## src/rtl/cpu_ctrl_fsm.sv

```systemverilog
// Multicycle control sequencer: steps each instruction through
// FETCH/DECODE/EXEC/MEM/WB and drives datapath enables. A shared wait
// counter bounds memory stalls in FETCH and MEM; expiry parks in ERR.
module cpu_ctrl_fsm #(
    parameter int unsigned MEM_TO = 16
) (
    input  logic       clk,
    input  logic       reset,
    input  logic       op_alu,
    input  logic       op_setf,
    input  logic       op_load,
    input  logic       op_store,
    input  logic       op_branch,
    input  logic [3:0] cond,
    input  logic       op_halt,
    input  logic [4:0] flags_q,
    input  logic       mem_ready,
    output logic       mem_rd,
    output logic       mem_wr,
    output logic       ir_en,
    output logic       pc_inc,
    output logic       pc_load,
    output logic       reg_wr,
    output logic       wb_sel_mem,
    output logic       flag_en,
    output logic       branch_taken,
    output logic       err,
    output logic [2:0] state_dbg
);

    localparam logic [2:0] S_START  = 3'd0;
    localparam logic [2:0] S_FETCH  = 3'd1;
    localparam logic [2:0] S_DECODE = 3'd2;
    localparam logic [2:0] S_EXEC   = 3'd3;
    localparam logic [2:0] S_MEM    = 3'd4;
    localparam logic [2:0] S_WB     = 3'd5;
    localparam logic [2:0] S_HALT   = 3'd6;
    localparam logic [2:0] S_ERR    = 3'd7;

    localparam logic [7:0] TO_LAST = 8'(MEM_TO - 1);

    logic [2:0] state_q, state_d;
    logic [7:0] cnt_q, cnt_d;
    logic       cond_true;
    logic       is_mem_op;

    assign is_mem_op = op_load | op_store;

    // Branch condition evaluated against the registered flags {N,Z,F,L,C}
    always_comb begin
        cond_true = 1'b0;
        case (cond)
            4'h0: cond_true = flags_q[3];
            4'h1: cond_true = ~flags_q[3];
            4'h2: cond_true = flags_q[0];
            4'h3: cond_true = ~flags_q[0];
            4'h4: cond_true = flags_q[1];
            4'h5: cond_true = ~flags_q[1];
            4'h6: cond_true = flags_q[4];
            4'h7: cond_true = ~flags_q[4];
            4'h8: cond_true = flags_q[2];
            4'h9: cond_true = ~flags_q[2];
            4'hA: cond_true = ~flags_q[1] & ~flags_q[3];
            4'hB: cond_true = flags_q[1] | flags_q[3];
            4'hC: cond_true = ~flags_q[4] & ~flags_q[3];
            4'hD: cond_true = flags_q[4] | flags_q[3];
            4'hE: cond_true = 1'b1;
            default: cond_true = 1'b0;
        endcase
    end

    // Next state and memory wait counter; counter clears on any state change
    always_comb begin
        state_d = state_q;
        cnt_d   = cnt_q;
        case (state_q)
            S_START:  state_d = S_FETCH;
            S_FETCH, S_MEM: begin
                if (mem_ready) begin
                    if (state_q == S_FETCH) state_d = S_DECODE;
                    else                    state_d = op_load ? S_WB : S_FETCH;
                end else if (cnt_q == TO_LAST) begin
                    state_d = S_ERR;
                end else begin
                    cnt_d = cnt_q + 8'd1;
                end
            end
            S_DECODE: state_d = op_halt ? S_HALT : S_EXEC;
            S_EXEC: begin
                if (op_branch)      state_d = S_FETCH;
                else if (is_mem_op) state_d = S_MEM;
                else                state_d = S_FETCH;
            end
            S_WB:     state_d = S_FETCH;
            default:  state_d = state_q;
        endcase
        if (state_d != state_q) cnt_d = '0;
    end

    // State and counter registers, asynchronously reset
    always_ff @(posedge clk or posedge reset) begin
        if (reset) begin
            state_q <= S_START;
            cnt_q   <= '0;
        end else begin
            state_q <= state_d;
            cnt_q   <= cnt_d;
        end
    end

    // Datapath enables decoded from state and inputs, forced low during reset
    always_comb begin
        mem_rd       = 1'b0;
        mem_wr       = 1'b0;
        ir_en        = 1'b0;
        pc_inc       = 1'b0;
        pc_load      = 1'b0;
        reg_wr       = 1'b0;
        wb_sel_mem   = 1'b0;
        flag_en      = 1'b0;
        branch_taken = 1'b0;
        err          = 1'b0;
        state_dbg    = reset ? S_START : state_q;
        if (!reset) begin
            case (state_q)
                S_FETCH: begin
                    mem_rd = 1'b1;
                    ir_en  = mem_ready;
                end
                S_EXEC: begin
                    if (op_branch) begin
                        branch_taken = cond_true;
                        pc_load      = cond_true;
                        pc_inc       = ~cond_true;
                    end else if (!is_mem_op) begin
                        reg_wr  = op_alu;
                        flag_en = op_alu & op_setf;
                        pc_inc  = 1'b1;
                    end
                end
                S_MEM: begin
                    mem_rd = op_load;
                    mem_wr = ~op_load;
                    pc_inc = ~op_load & mem_ready;
                end
                S_WB: begin
                    reg_wr     = 1'b1;
                    wb_sel_mem = 1'b1;
                    pc_inc     = 1'b1;
                end
                S_ERR:   err = 1'b1;
                default: ;
            endcase
        end
    end

endmodule
```

## config.mk

```make
export PLATFORM = sky130hd
export DESIGN_NAME = cpu_ctrl_fsm
export DESIGN_NICKNAME = d
export VERILOG_FILES = /design/src/rtl/cpu_ctrl_fsm.sv
export SDC_FILE = /design/constraint.sdc
export NUM_CORES = 1
export LEC_CHECK = 0
export ABC_AREA = 1
export BUFFER_PORTS_ARGS = -buffer_cell sky130_fd_sc_hd__buf_4
export CAP_MARGIN = 20
export CORE_MARGIN = 2
export CORE_UTILIZATION = 45
export DETAILED_ROUTE_END_ITERATION = 8
export PLACE_DENSITY = 0.82
export RECOVER_POWER = 100
export SYNTH_ARGS = -nofsm -noshare
export SYNTH_HDL_FRONTEND = slang
export SYNTH_SLANG_ARGS = --single-unit
```

## constraint.sdc

```tcl
create_clock -name clk -period 2.2 [get_ports clk]
set_clock_uncertainty 0.1 [all_clocks]
set_input_delay 0.66 -clock clk [delete_from_list [all_inputs] [get_ports clk]]
set_output_delay 0.66 -clock clk [all_outputs]
set_load 0.005 [all_outputs]
```

==> results of run 1 <==
[stage by stage]
| step | power, mW | area, um2 | setup slack (ns) |
|---|---|---|---|
| floorplan | 0.253 | 1180 | -0.0481 |
| global placement | 0.296 | 1450 | -0.236 |
| detailed placement | 0.297 | 1450 | -0.263 |
| CTS | 0.436 | 1550 | -0.236 |
| global route | 0.473 | 1600 | -0.335 |
| finish | 0.442 | 1600 | -0.235 |
[state kept, by name, indices dropped and copies added (netlist names)]
name,count
cnt_q,8
state_q,3
[cells by family after synthesis]
logic type,synth area share (%)
AO/OA/AOI/OAI,4.96
XOR/XNOR,5.40
adder cells (fa/ha/maj),1.10
buffers and inverters,13.3
flip-flops,24.3
AND/OR/NAND/NOR,50.9
[placed cells by master, fill, tap and decap left out, drive strengths merged]
cell,instances
xor2,7
clkinv,2
ha,1
or2,1
clkbuf,8
a21oi,4
and2,1
inv,29
nor2,34
buf,41
o211ai,1
nand2,52
nor3,5
nand3,24
o21ai,5
or3,1
dfrtp,11
nand4,1
[power breakdown]
group	internal, mW	total [mW]	switching [mW]
Sequential	0.202	0.202	0
Combinational	0.0522	0.107	0.0553
Clock	0.0671	0.132	0.0654
[how the worst max path moves through the flow]
stage                     startpoint  endpoint  slack, ns  cells after the start
after floorplan              cond[0]   pc_load      -0.05                     12
after CTS                    cond[0]    pc_inc      -0.24                     13
after global placement       cond[1]    pc_inc      -0.24                     13
after detailed placement     cond[1]    pc_inc      -0.26                     13
after global routing         cond[1]    pc_inc      -0.34                     13
final                        cond[1]    pc_inc      -0.23                     13
[what timing repair did]
item | 4_1_cts | 5_1_grt
cloned | 0 | 0
setup buffers | 3 | 4
resized for setup | 17 | 22
pin swaps | 9 | 14
hold endpoints to repair | 0 | 0
endpoints found under the setup margin | 5 | 5
hold buffers | 0 | 0
[layout make-up]
class,count,area [um2]
Clock buffer,3,22.5
Clock inverter,1,5.00
Fill cell,219,828
Inverter,30,125
Multi-Input combinational cell,137,769
Sequential cell,11,278
Tap cell,30,37.5
Timing Repair Buffer,46,367
[worst register-to-register path: stages, from the launching register on]
cell	delay (ns)
dfrtp_1	0.39
ha_1	0.23
nand2_2	0.09
nor2_2	0.05
nand3_1	0.08
clkbuf_1	0.17
nand2_1	0.08
nand2_2	0.08
nand3_1	0.07
nand2_1	0.07
and2_4	0.12
nand2_1	0.20
nor2_1	0.16
[layer usage]
layer  wire, um  vias to the layer above  global-route usage [%]  share of wire (%)
met1       1220                      572                    24.1                 44
met5          0                        -                       0                  0
met4          0                        0                    2.50                  0
li1           -                      656                       -                  -
met2       1480                       23                    33.9                 53
met3         75                        0                    1.64                2.7
==> summary.md, run 1 <==
| Metric | Value |
|---|---|
| Initial antenna violation count | 0 |
| Worst VDD drop | 231 uV |
| Most common flop cell mapped by yosys | dfrtp_1 |
| Worst path most repeated cell | nand2_1 |
| Leading area contributor after synthesis | dfrtp_1 |
| Cell count after synthesis | ~180 |
| Layout Utilization | around 66% |
| Tcrit/Tclk final | 111% |
| Die W | about 54 um |
| Total track usage | between 10% and 20% |
| Global-route wire length before repair | around 4200 um |
| Tmin final | 2.43 ns |
| Min-delay src | cnt_q[7] |
| CP required | ~1.4 ns |
| Reg2Reg Setup Slack | 0.22 ns |
| Worst R2R End | cnt_q[4] |
| RSZ-0062 raised after global routing | yes |
| Syn_nets | approximately 200 |
| CP cell instances | buf_12 -> nor2_4 -> nand3_2 -> nand2_1 -> inv_1 -> nand2_1 -> nand2_1 -> inv_1 -> nand3_2 -> nand2_2 -> nand2_2 -> a21oi_2 -> buf_4 |
| Commonest cells post-synth | nand2_1 (47), inv_1 (26), nand3_1 (22), nor2_1 (22), dfrtp_1 (11) |
| LEAKAGE | roughly 0.85 nW |
| Io pins | 31 |
| Starting density of the core | a little under half |
| Final cell count without fillers | roughly 260 |
| Max-slew violations | 0 |
| Hold crit path type | reg2reg |
| Crit path max fanout | 6 |
| Clock Path Buffers | 2 |
| TritonCTS Buffers | 3 |
| EDFF count, synth | 0 |
| Crit path max-delay family | simple AND/OR/NAND/NOR gates |
| Total gr overflow | 0 |
| Slew headroom | 71.9% |
| Maximum clock rate | about 0.4 GHz |
| Reg2Reg Depth | 12 |
| Antenna Nets Post-Route | 0 |
| Final wirelength | ~2800 um |
| Root buffer cell | clkbuf_4 |
| Count leader, synth | nand2_1 |
| Max-Cap Viols | 0 |
| Crit path DAT | around 1.7 ns |
| GPL Wtd Cong | approximately 0.8 |
| Seq/Total Area, Yosys | approximately a quarter |
| WHS | roughly 0.48 ns |
| Clock sink total | 11 |
| Pin count of the biggest net entering global routing | 12 |
| Status | finished with violations |
| DR vias | approximately 1300 |
| Row count | 18 |
| Syn_area_per_cell | around 6.2 um2 |
| CP Buf/Inv Count | 4 |
| Clk_lat worst skew | between 0.2 and 0.3 ns |
| Synthesized area | approximately 1100 um2 |
| Antenna cell count | 0 |
| Nets | between 200 and 250 |
| Final hold vios | 0 |
| Slowest cell on crit path | nor2_4 |
| Final setup viols | 5 |
| Hold Path End | cnt_q[7] |
| DRT iter0 DRCs | 25 |
| Clock Pin Slew Worst Setup and Hold Paths | 0.07 ns |
| CP peak stage delay | approximately 0.14 ns |
| Hold path cells | 2 |
| Yosys top cell area share | about a quarter |
| Dpl cells | about 250 |
| Die H | between 50 and 60 um |
| Synth area leaders | dfrtp_1 (24%), nand2_1 (16%), nand3_1 (9.7%) |
| Synth Register Bits | 11 |
| Cell Pwr Density | about 280 nW/um2 |
| Setup CP Type | in2out |
| H-tree depth | 1 |
| Core Box Area | roughly 2400 um2 |
| DRC violation count after routing | 0 |
| Yosys warning count | 0 |
| Wire per inst | 10.8 um |
| Layout cell share with drive strength beyond 1 | roughly two fifths |
| Fraction of registers with async set/reset | 100% |
| CTS tree | done |
| Vias in the first global route | 1083 |
| Port Buffer Count | 30 |
| Worst setup SP type | input port |
| Netlist cell types | 28 |
| Nature of the critical path endpoint | output pin |
| Via density | a little under 5 |
| HPWL Detailed | around 2000 um |
| DR pass1 iterations | 4 |
| Layout area overhead | 41.3% |
| Die ar. | 2940 um2 |
| Tightest Pin Transition | 0.421 ns |
| Worst setup margin | -0.235 ns |
| Fin Setup TNS | -0.757 ns |
| Worst r2r src | cnt_q[0] |
| Failing checks | setup timing |
Note: power is estimated with default switching activity, not from simulation.
==> run 2: changes to the inputs <==
--- a/config.mk
+++ b/config.mk
@@ -6,12 +6,12 @@
 export NUM_CORES = 1
 export LEC_CHECK = 0
 export ABC_AREA = 1
-export BUFFER_PORTS_ARGS = -buffer_cell sky130_fd_sc_hd__buf_4
+export BUFFER_PORTS_ARGS = -buffer_cell sky130_fd_sc_hd__clkbuf_2
 export CAP_MARGIN = 20
 export CORE_MARGIN = 2
 export CORE_UTILIZATION = 45
 export DETAILED_ROUTE_END_ITERATION = 8
-export PLACE_DENSITY = 0.82
+export PLACE_DENSITY = 0.73
 export RECOVER_POWER = 100
 export SYNTH_ARGS = -nofsm -noshare
 export SYNTH_HDL_FRONTEND = slang
==> constraint.sdc (replaced) <==
create_clock -name clk -period 2.5 [get_ports clk]
set_clock_uncertainty 0.1 [all_clocks]
set_input_delay 0.75 -clock clk [delete_from_list [all_inputs] [get_ports clk]]
set_output_delay 0.75 -clock clk [all_outputs]
set_load 0.005 [all_outputs]
==> summary.md, run 2 (synthesis gave the netlist of run 1 again) <==
| Metric | Value |
|---|---|
| Status | finished with violations (unchanged) |
| Failing checks | setup timing (unchanged) |
| Number of fill cells in the layout | 257 (was 219) |
| LEAKAGE | 0.793 nW (was 0.853 nW) |
| Max-Cap Viols | 0 (unchanged) |
| Reg2Reg Depth | 10 (was 12) |
| Maximum clock rate | 0.379 GHz |
| Starting density of the core | 46.7% (unchanged) |
| Tightest Pin Transition | 0.417 ns (was 0.421 ns) |
| RSZ-0062 raised after global routing | yes (unchanged) |
| Vias in the first global route | 1073 (was 1083) |
| CP peak stage delay | 0.14 ns (about the same) |
| Setup CP Type | in2out (unchanged) |
| Pin count of the biggest net entering global routing | 12 (unchanged) |
| Die W | 54.2 um (unchanged) |
| Hold Path End | cnt_q[7] (unchanged) |
| Crit path DAT | 1.79 ns (was 1.67 ns) |
| Clock sink total | 11 (unchanged) |
| DRC violation count after routing | 0 (unchanged) |
| Worst setup SP type | input port (unchanged) |
| Slew headroom | 72.1% (was 71.9%) |
| Row count | 18 (unchanged) |
| WHS | 0.479 ns (was 0.476 ns) |
| Root buffer cell | clkbuf_4 (unchanged) |
| Worst R2R End | cnt_q[0] (was cnt_q[4]) |
| Hold_buf cts | 0 (unchanged) |
| DRT iter0 DRCs | 13 (was 25) |
| H-tree depth | 1 (unchanged) |
| HPWL Detailed | 1910 um (was 1980 um) |
| Via density | 4.67 (was 4.85) |
| Port Buffer Count | 30 (unchanged) |
| Initial antenna violation count | 0 (unchanged) |
| Worst VDD drop | 234 uV (was 231 uV) |
| Wire per inst | 9.91 um (was 10.8 um) |
| Fin Setup TNS | -0.398 ns (was -0.757 ns) |
| Nets | 240 (was 248) |
| Clock Path Buffers | 2 (unchanged) |
| Cell Pwr Density | 263 nW/um2 (was 276 nW/um2) |
| Total track usage | 18.9% (was 18.5%) |
| Die H | 54.2 um (unchanged) |
| Most flop-heavy register | cnt_q (unchanged) |
| Layout area overhead | 28.4% (was 41.3%) |
| Max-slew violations | 0 (unchanged) |
| DR vias | 1168 (was 1251) |
| Nature of the critical path endpoint | output pin (unchanged) |
| Crit path max fanout | 7 (was 6) |
| Final setup viols | 3 (was 5) |
| Min-delay src | cnt_q[7] (unchanged) |
| Worst r2r src | state_q[2] (was cnt_q[0]) |
| Multi-input gate area | 748 um2 (was 769 um2) |
| Core Box Area | 2430 um2 (unchanged) |
| Clk_lat worst skew | 0.27 ns (was 0.26 ns) |
| Commonest non-fill, non-tap cell in the layout | nand2_1 (unchanged) |
| Tmin final | roughly 2.6 ns |
| Worst path most repeated cell | nand2_1 (unchanged) |
| Die ar. | 2940 um2 (unchanged) |
| Hold path cells | 2 (unchanged) |
| Slowest cell on crit path | clkbuf_16 (was nor2_4) |
| CP cell instances | clkbuf_16 -> nor2_4 -> nand3_2 -> nand2_1 -> inv_1 -> nand2_1 -> nand2_1 -> inv_1 -> nand3_1 -> nand2_1 -> nand2_1 -> a21oi_2 -> buf_2 (was buf_12 -> nor2_4 -> nand3_2 -> nand2_1 -> inv_1 -> nand2_1 -> nand2_1 -> inv_1 -> nand3_2 -> nand2_2 -> nand2_2 -> a21oi_2 -> buf_4) |
| Global-route wire length before repair | 4200 um (was 4180 um) |
| CP required | 1.65 ns (was 1.44 ns) |
| Antenna Nets Post-Route | 0 (unchanged) |
| Hold crit path type | reg2reg (unchanged) |
| Antenna cell count | 0 (unchanged) |
| Layout cell share with drive strength beyond 1 | 34.1% (was 41.7%) |
| Worst setup margin | -0.138 ns (was -0.235 ns) |
| Io pins | 31 (unchanged) |
| GPL Wtd Cong | 0.815 (was 0.809) |
| Most frequent cells in the layout | nand2_1 (48), clkbuf_2 (23), inv_1 (22), nand3_1 (19), nor2_1 (18) (was nand2_1 (46), buf_4 (38), inv_1 (20), nand3_1 (20), nor2_1 (16)) |
| Biggest regs | cnt_q (8), state_q (3) (unchanged) |
| Total gr overflow | 0 (unchanged) |
| Tcrit/Tclk final | 106% |
| Final wirelength | 2480 um (was 2780 um) |
| CTS tree | done (unchanged) |
| DR pass1 iterations | 4 (unchanged) |
| Final hold vios | 0 (unchanged) |
| Clock Pin Slew Worst Setup and Hold Paths | 0.07 ns (about the same) |
| Storage cell area | 275 um2 (was 278 um2) |
| Reg2Reg Setup Slack | 0.39 ns (was 0.22 ns) |
| TritonCTS Buffers | 3 (unchanged) |
| Max reg flops | 8 (unchanged) |
==> run 2: per-layer routing <==
layer  up-vias  global-route usage [%]  part of all wire (%)
li1        636                       -                     -
met1       505                    23.5                    49
met4         0                    5.00                   1.8
met2        23                    33.1                    46
met5         -                       0                     0
met3         4                    3.55                   3.5
==> run 2: report_power, final <==
part           switching (mW)  internal, mW  total, mW
clock                  0.0576        0.0619      0.119
sequential                  0         0.178      0.178
combinational          0.0456        0.0402     0.0859
==> run 2: per-stage QoR <==
stage	utilization [%]	power [mW]	worst slack, ns	area (um2)	instances
5_1_grt	59.9	0.407	-0.257	1460	250
6_report	59.9	0.383	-0.138	1460	250
3_5_place_dp	54.9	0.249	-0.201	1340	244
4_1_cts	60.2	0.388	-0.133	1460	249
3_3_place_gp	54.9	0.248	-0.150	1340	244
2_1_floorplan	-	0.218	0.0241	1140	183
==> run 2: repair_timing <==
item,in CTS,in global routing
endpoints found under the setup margin,3,5
buffers inserted,1,1
pin swaps,14,3
cloned,0,0
gates resized for setup,22,4
==> run 2: critical path, delay by kind of cell <==
family                 cells  cell delay [ns]
AO/OA/AOI/OAI              1             0.12
AND/OR/NAND/NOR            8             0.56
buffers and inverters      4             0.35
==> run 2: worst max-delay path by stage <==
stage               endpoint     from  slack (ns)  depth (start not counted)
floorplan             pc_inc  cond[0]        0.02                         12
global placement      pc_inc  cond[1]       -0.15                         13
detailed placement    pc_inc  cond[0]       -0.20                         13
CTS                   pc_inc  cond[0]       -0.13                         13
global route          pc_inc  cond[1]       -0.26                         13
finish                pc_inc  cond[1]       -0.14                         13
==> run 2: cell type report <==
class                      instances  area share (%)
tap                               30            2.58
multi-input combinational        137            51.3
inverter                          30            8.07
timing repair buffer              38            17.3
clock buffer                       4            1.80
sequential                        11            18.9
==> run 3: changes to the inputs <==
--- a/config.mk
+++ b/config.mk
@@ -7,12 +7,12 @@
 export LEC_CHECK = 0
 export ABC_AREA = 1
 export BUFFER_PORTS_ARGS = -buffer_cell sky130_fd_sc_hd__clkbuf_2
-export CAP_MARGIN = 20
 export CORE_MARGIN = 2
 export CORE_UTILIZATION = 45
 export DETAILED_ROUTE_END_ITERATION = 8
 export PLACE_DENSITY = 0.73
 export RECOVER_POWER = 100
+export SKIP_CTS_REPAIR_TIMING = 1
 export SYNTH_ARGS = -nofsm -noshare
 export SYNTH_HDL_FRONTEND = slang
 export SYNTH_SLANG_ARGS = --single-unit
==> summary.md, run 3 (synthesis gave the netlist of run 1 again) <==
| Metric | Value |
|---|---|
| Status | finished with violations (unchanged) |
| Failing checks | setup timing (unchanged) |
| Cell Pwr Density | 266 nW/um2 (was 263 nW/um2) |
| Core Box Area | 2430 um2 (unchanged) |
| Min-delay src | cnt_q[7] (unchanged) |
| Slowest cell on crit path | buf_4 (was clkbuf_16) |
| LEAKAGE | 0.787 nW (was 0.793 nW) |
| CP required | 1.65 ns (about the same) |
| Pin count of the biggest net entering global routing | 12 (unchanged) |
| Hold path cells | 2 (unchanged) |
| Setup CP Type | in2out (unchanged) |
| Antenna Nets Post-Route | 0 (unchanged) |
| Vias in the first global route | 1019 (was 1073) |
| Io pins | 31 (unchanged) |
| Final hold vios | 0 (unchanged) |
| Die H | 54.2 um (unchanged) |
| Storage cell area | 275 um2 (unchanged) |
| Worst R2R End | cnt_q[0] (unchanged) |
| Port Buffer Count | 30 (unchanged) |
| Total track usage | 17.6% (was 18.9%) |
| CP Buf/Inv Count | 5 (was 4) |
| Number of fill cells in the layout | 260 (was 257) |
| Tightest Pin Transition | 0.416 ns (was 0.417 ns) |
| Multi-input gate area | 773 um2 (was 748 um2) |
| Die ar. | 2940 um2 (unchanged) |
| Worst path most repeated cell | nand2_1 (unchanged) |
| CP peak stage delay | 0.13 ns (was 0.14 ns) |
| GPL Wtd Cong | 0.815 (unchanged) |
| Final setup viols | 3 (unchanged) |
| Max-Cap Viols | 0 (unchanged) |
| Nets | 239 (was 240) |
| Final cell count without fillers | 249 (was 250) |
| Starting density of the core | 46.7% (unchanged) |
| TritonCTS Buffers | 3 (unchanged) |
| Nature of the critical path endpoint | output pin (unchanged) |
| DR vias | 1182 (was 1168) |
| DR pass1 iterations | 4 (unchanged) |
| DRC violation count after routing | 0 (unchanged) |
| Clk_lat worst skew | 0.27 ns (about the same) |
| Hold Path End | cnt_q[7] (unchanged) |
| Clock sink total | 11 (unchanged) |
| Tcrit/Tclk final | 105% (was 106%) |
| Reg2Reg Setup Slack | 0.40 ns (was 0.39 ns) |
| Total gr overflow | 0 (unchanged) |
| Worst r2r src | state_q[2] (unchanged) |
| Slew headroom | 72.2% (was 72.1%) |
| Layout cell share with drive strength beyond 1 | 37.0% (was 34.1%) |
| Tmin final | 2.64 ns (about the same) |
| Via density | 4.75 (was 4.67) |
| Clock Pin Slew Worst Setup and Hold Paths | 0.07 ns (about the same) |
| Crit path DAT | 1.79 ns (about the same) |
| Worst VDD drop | 234 uV (about the same) |
| Row count | 18 (unchanged) |
| Crit path max fanout | 8 (was 7) |
| Max-slew violations | 0 (unchanged) |
| CTS tree | done (unchanged) |
| Worst setup margin | -0.137 ns (was -0.138 ns) |
| Dpl cells | 244 (unchanged) |
| Critical path origin | cond[0] (was cond[1]) |
| Layout area overhead | 28.9% (was 28.4%) |
| Wire per inst | 10.3 um (was 9.91 um) |
| Clock Path Buffers | 2 (unchanged) |
| H-tree depth | 1 (unchanged) |
| Biggest regs | cnt_q (8), state_q (3) (unchanged) |
| Maximum clock rate | 0.379 GHz (about the same) |
| CP cell instances | buf_12 -> inv_1 -> nor2_2 -> nand2_1 -> nand3_2 -> nand2_1 -> nand2_1 -> inv_1 -> nand3_2 -> nand2_2 -> buf_4 -> nor2_4 -> clkbuf_2 (was clkbuf_16 -> nor2_4 -> nand3_2 -> nand2_1 -> inv_1 -> nand2_1 -> nand2_1 -> inv_1 -> nand3_1 -> nand2_1 -> nand2_1 -> a21oi_2 -> buf_2) |
| Worst setup SP type | input port (unchanged) |
| Root buffer cell | clkbuf_4 (unchanged) |
| Commonest non-fill, non-tap cell in the layout | nand2_1 (unchanged) |
| DRT iter0 DRCs | 10 (was 13) |
| HPWL Detailed | 1910 um (unchanged) |
| Global-route wire length before repair | 3950 um (was 4200 um) |
| Reg2Reg Depth | 10 (unchanged) |
| Die W | 54.2 um (unchanged) |
| Most frequent cells in the layout | nand2_1 (44), clkbuf_2 (24), inv_1 (22), nand3_1 (18), nor2_1 (16) (was nand2_1 (48), clkbuf_2 (23), inv_1 (22), nand3_1 (19), nor2_1 (18)) |
| Fin Setup TNS | -0.395 ns (was -0.398 ns) |
| Final wirelength | 2570 um (was 2480 um) |
| Initial antenna violation count | 0 (unchanged) |
| Most flop-heavy register | cnt_q (unchanged) |
| Antenna cell count | 0 (unchanged) |
| Hold crit path type | reg2reg (unchanged) |
| RSZ-0062 raised after global routing | yes (unchanged) |
| Crit path max-delay family | simple AND/OR/NAND/NOR gates (unchanged) |
| Max reg flops | 8 (unchanged) |
[run 3: cell types whose count changed in the layout (fill, tap and decap cells not counted), sizes merged]
cell,change
buf,+1
clkbuf,-2
[run 3: metrics by stage]
step / area (um2) / util (%) / total power [mW] / worst slack (ns) / hold slack, ns
after floorplan: 1140 / - / 0.218 / 0.0241 / 0.431
after global placement: 1340 / 54.9 / 0.248 / -0.150 / 0.458
after detailed placement: 1340 / 54.9 / 0.249 / -0.201 / 0.471
after CTS: 1360 / 56.0 / 0.371 / -0.202 / 0.489
after global routing: 1460 / 60.1 / 0.411 / -0.222 / 0.513
final: 1460 / 60.1 / 0.389 / -0.137 / 0.478
[run 3: how the worst max path moves through the flow]
stage	to	slack [ns]	cells after the start
floorplan	pc_inc	0.02	12
detailed placement	pc_inc	-0.20	13
CTS	pc_inc	-0.20	13
finish	branch_taken	-0.14	13
global placement	pc_inc	-0.15	13
global route	pc_load	-0.22	13
[run 3: worst register-to-register path: cells and delay by family, from the launching register on]
kind            cells  cell delay (ns)
simple gates        6             0.83
flops               1             0.45
buf+inv             2             0.32
compound gates      2             0.29
[run 3: cell type report]
cell class	count	share of cell area [%]
Sequential cell	11	18.8
Timing Repair Buffer	37	16.1
Tap cell	30	2.57
Inverter	30	7.87
Clock buffer	4	1.80
Multi-Input combinational cell	137	52.9
[run 3: where the power goes]
group,internal [mW],switching (mW)
Combinational,0.0405,0.0501
Clock,0.0619,0.0584
Sequential,0.178,0
[run 3: routing by layer]
| layer | global-route usage [%] | share of wire (%) | vias up |
|---|---|---|---|
| met3 | 3.28 | 4.0 | 4 |
| li1 | - | - | 638 |
| met4 | 1.25 | 1.4 | 0 |
| met5 | 0 | 0 | - |
| met2 | 31.7 | 48 | 29 |
| met1 | 22.6 | 47 | 511 |
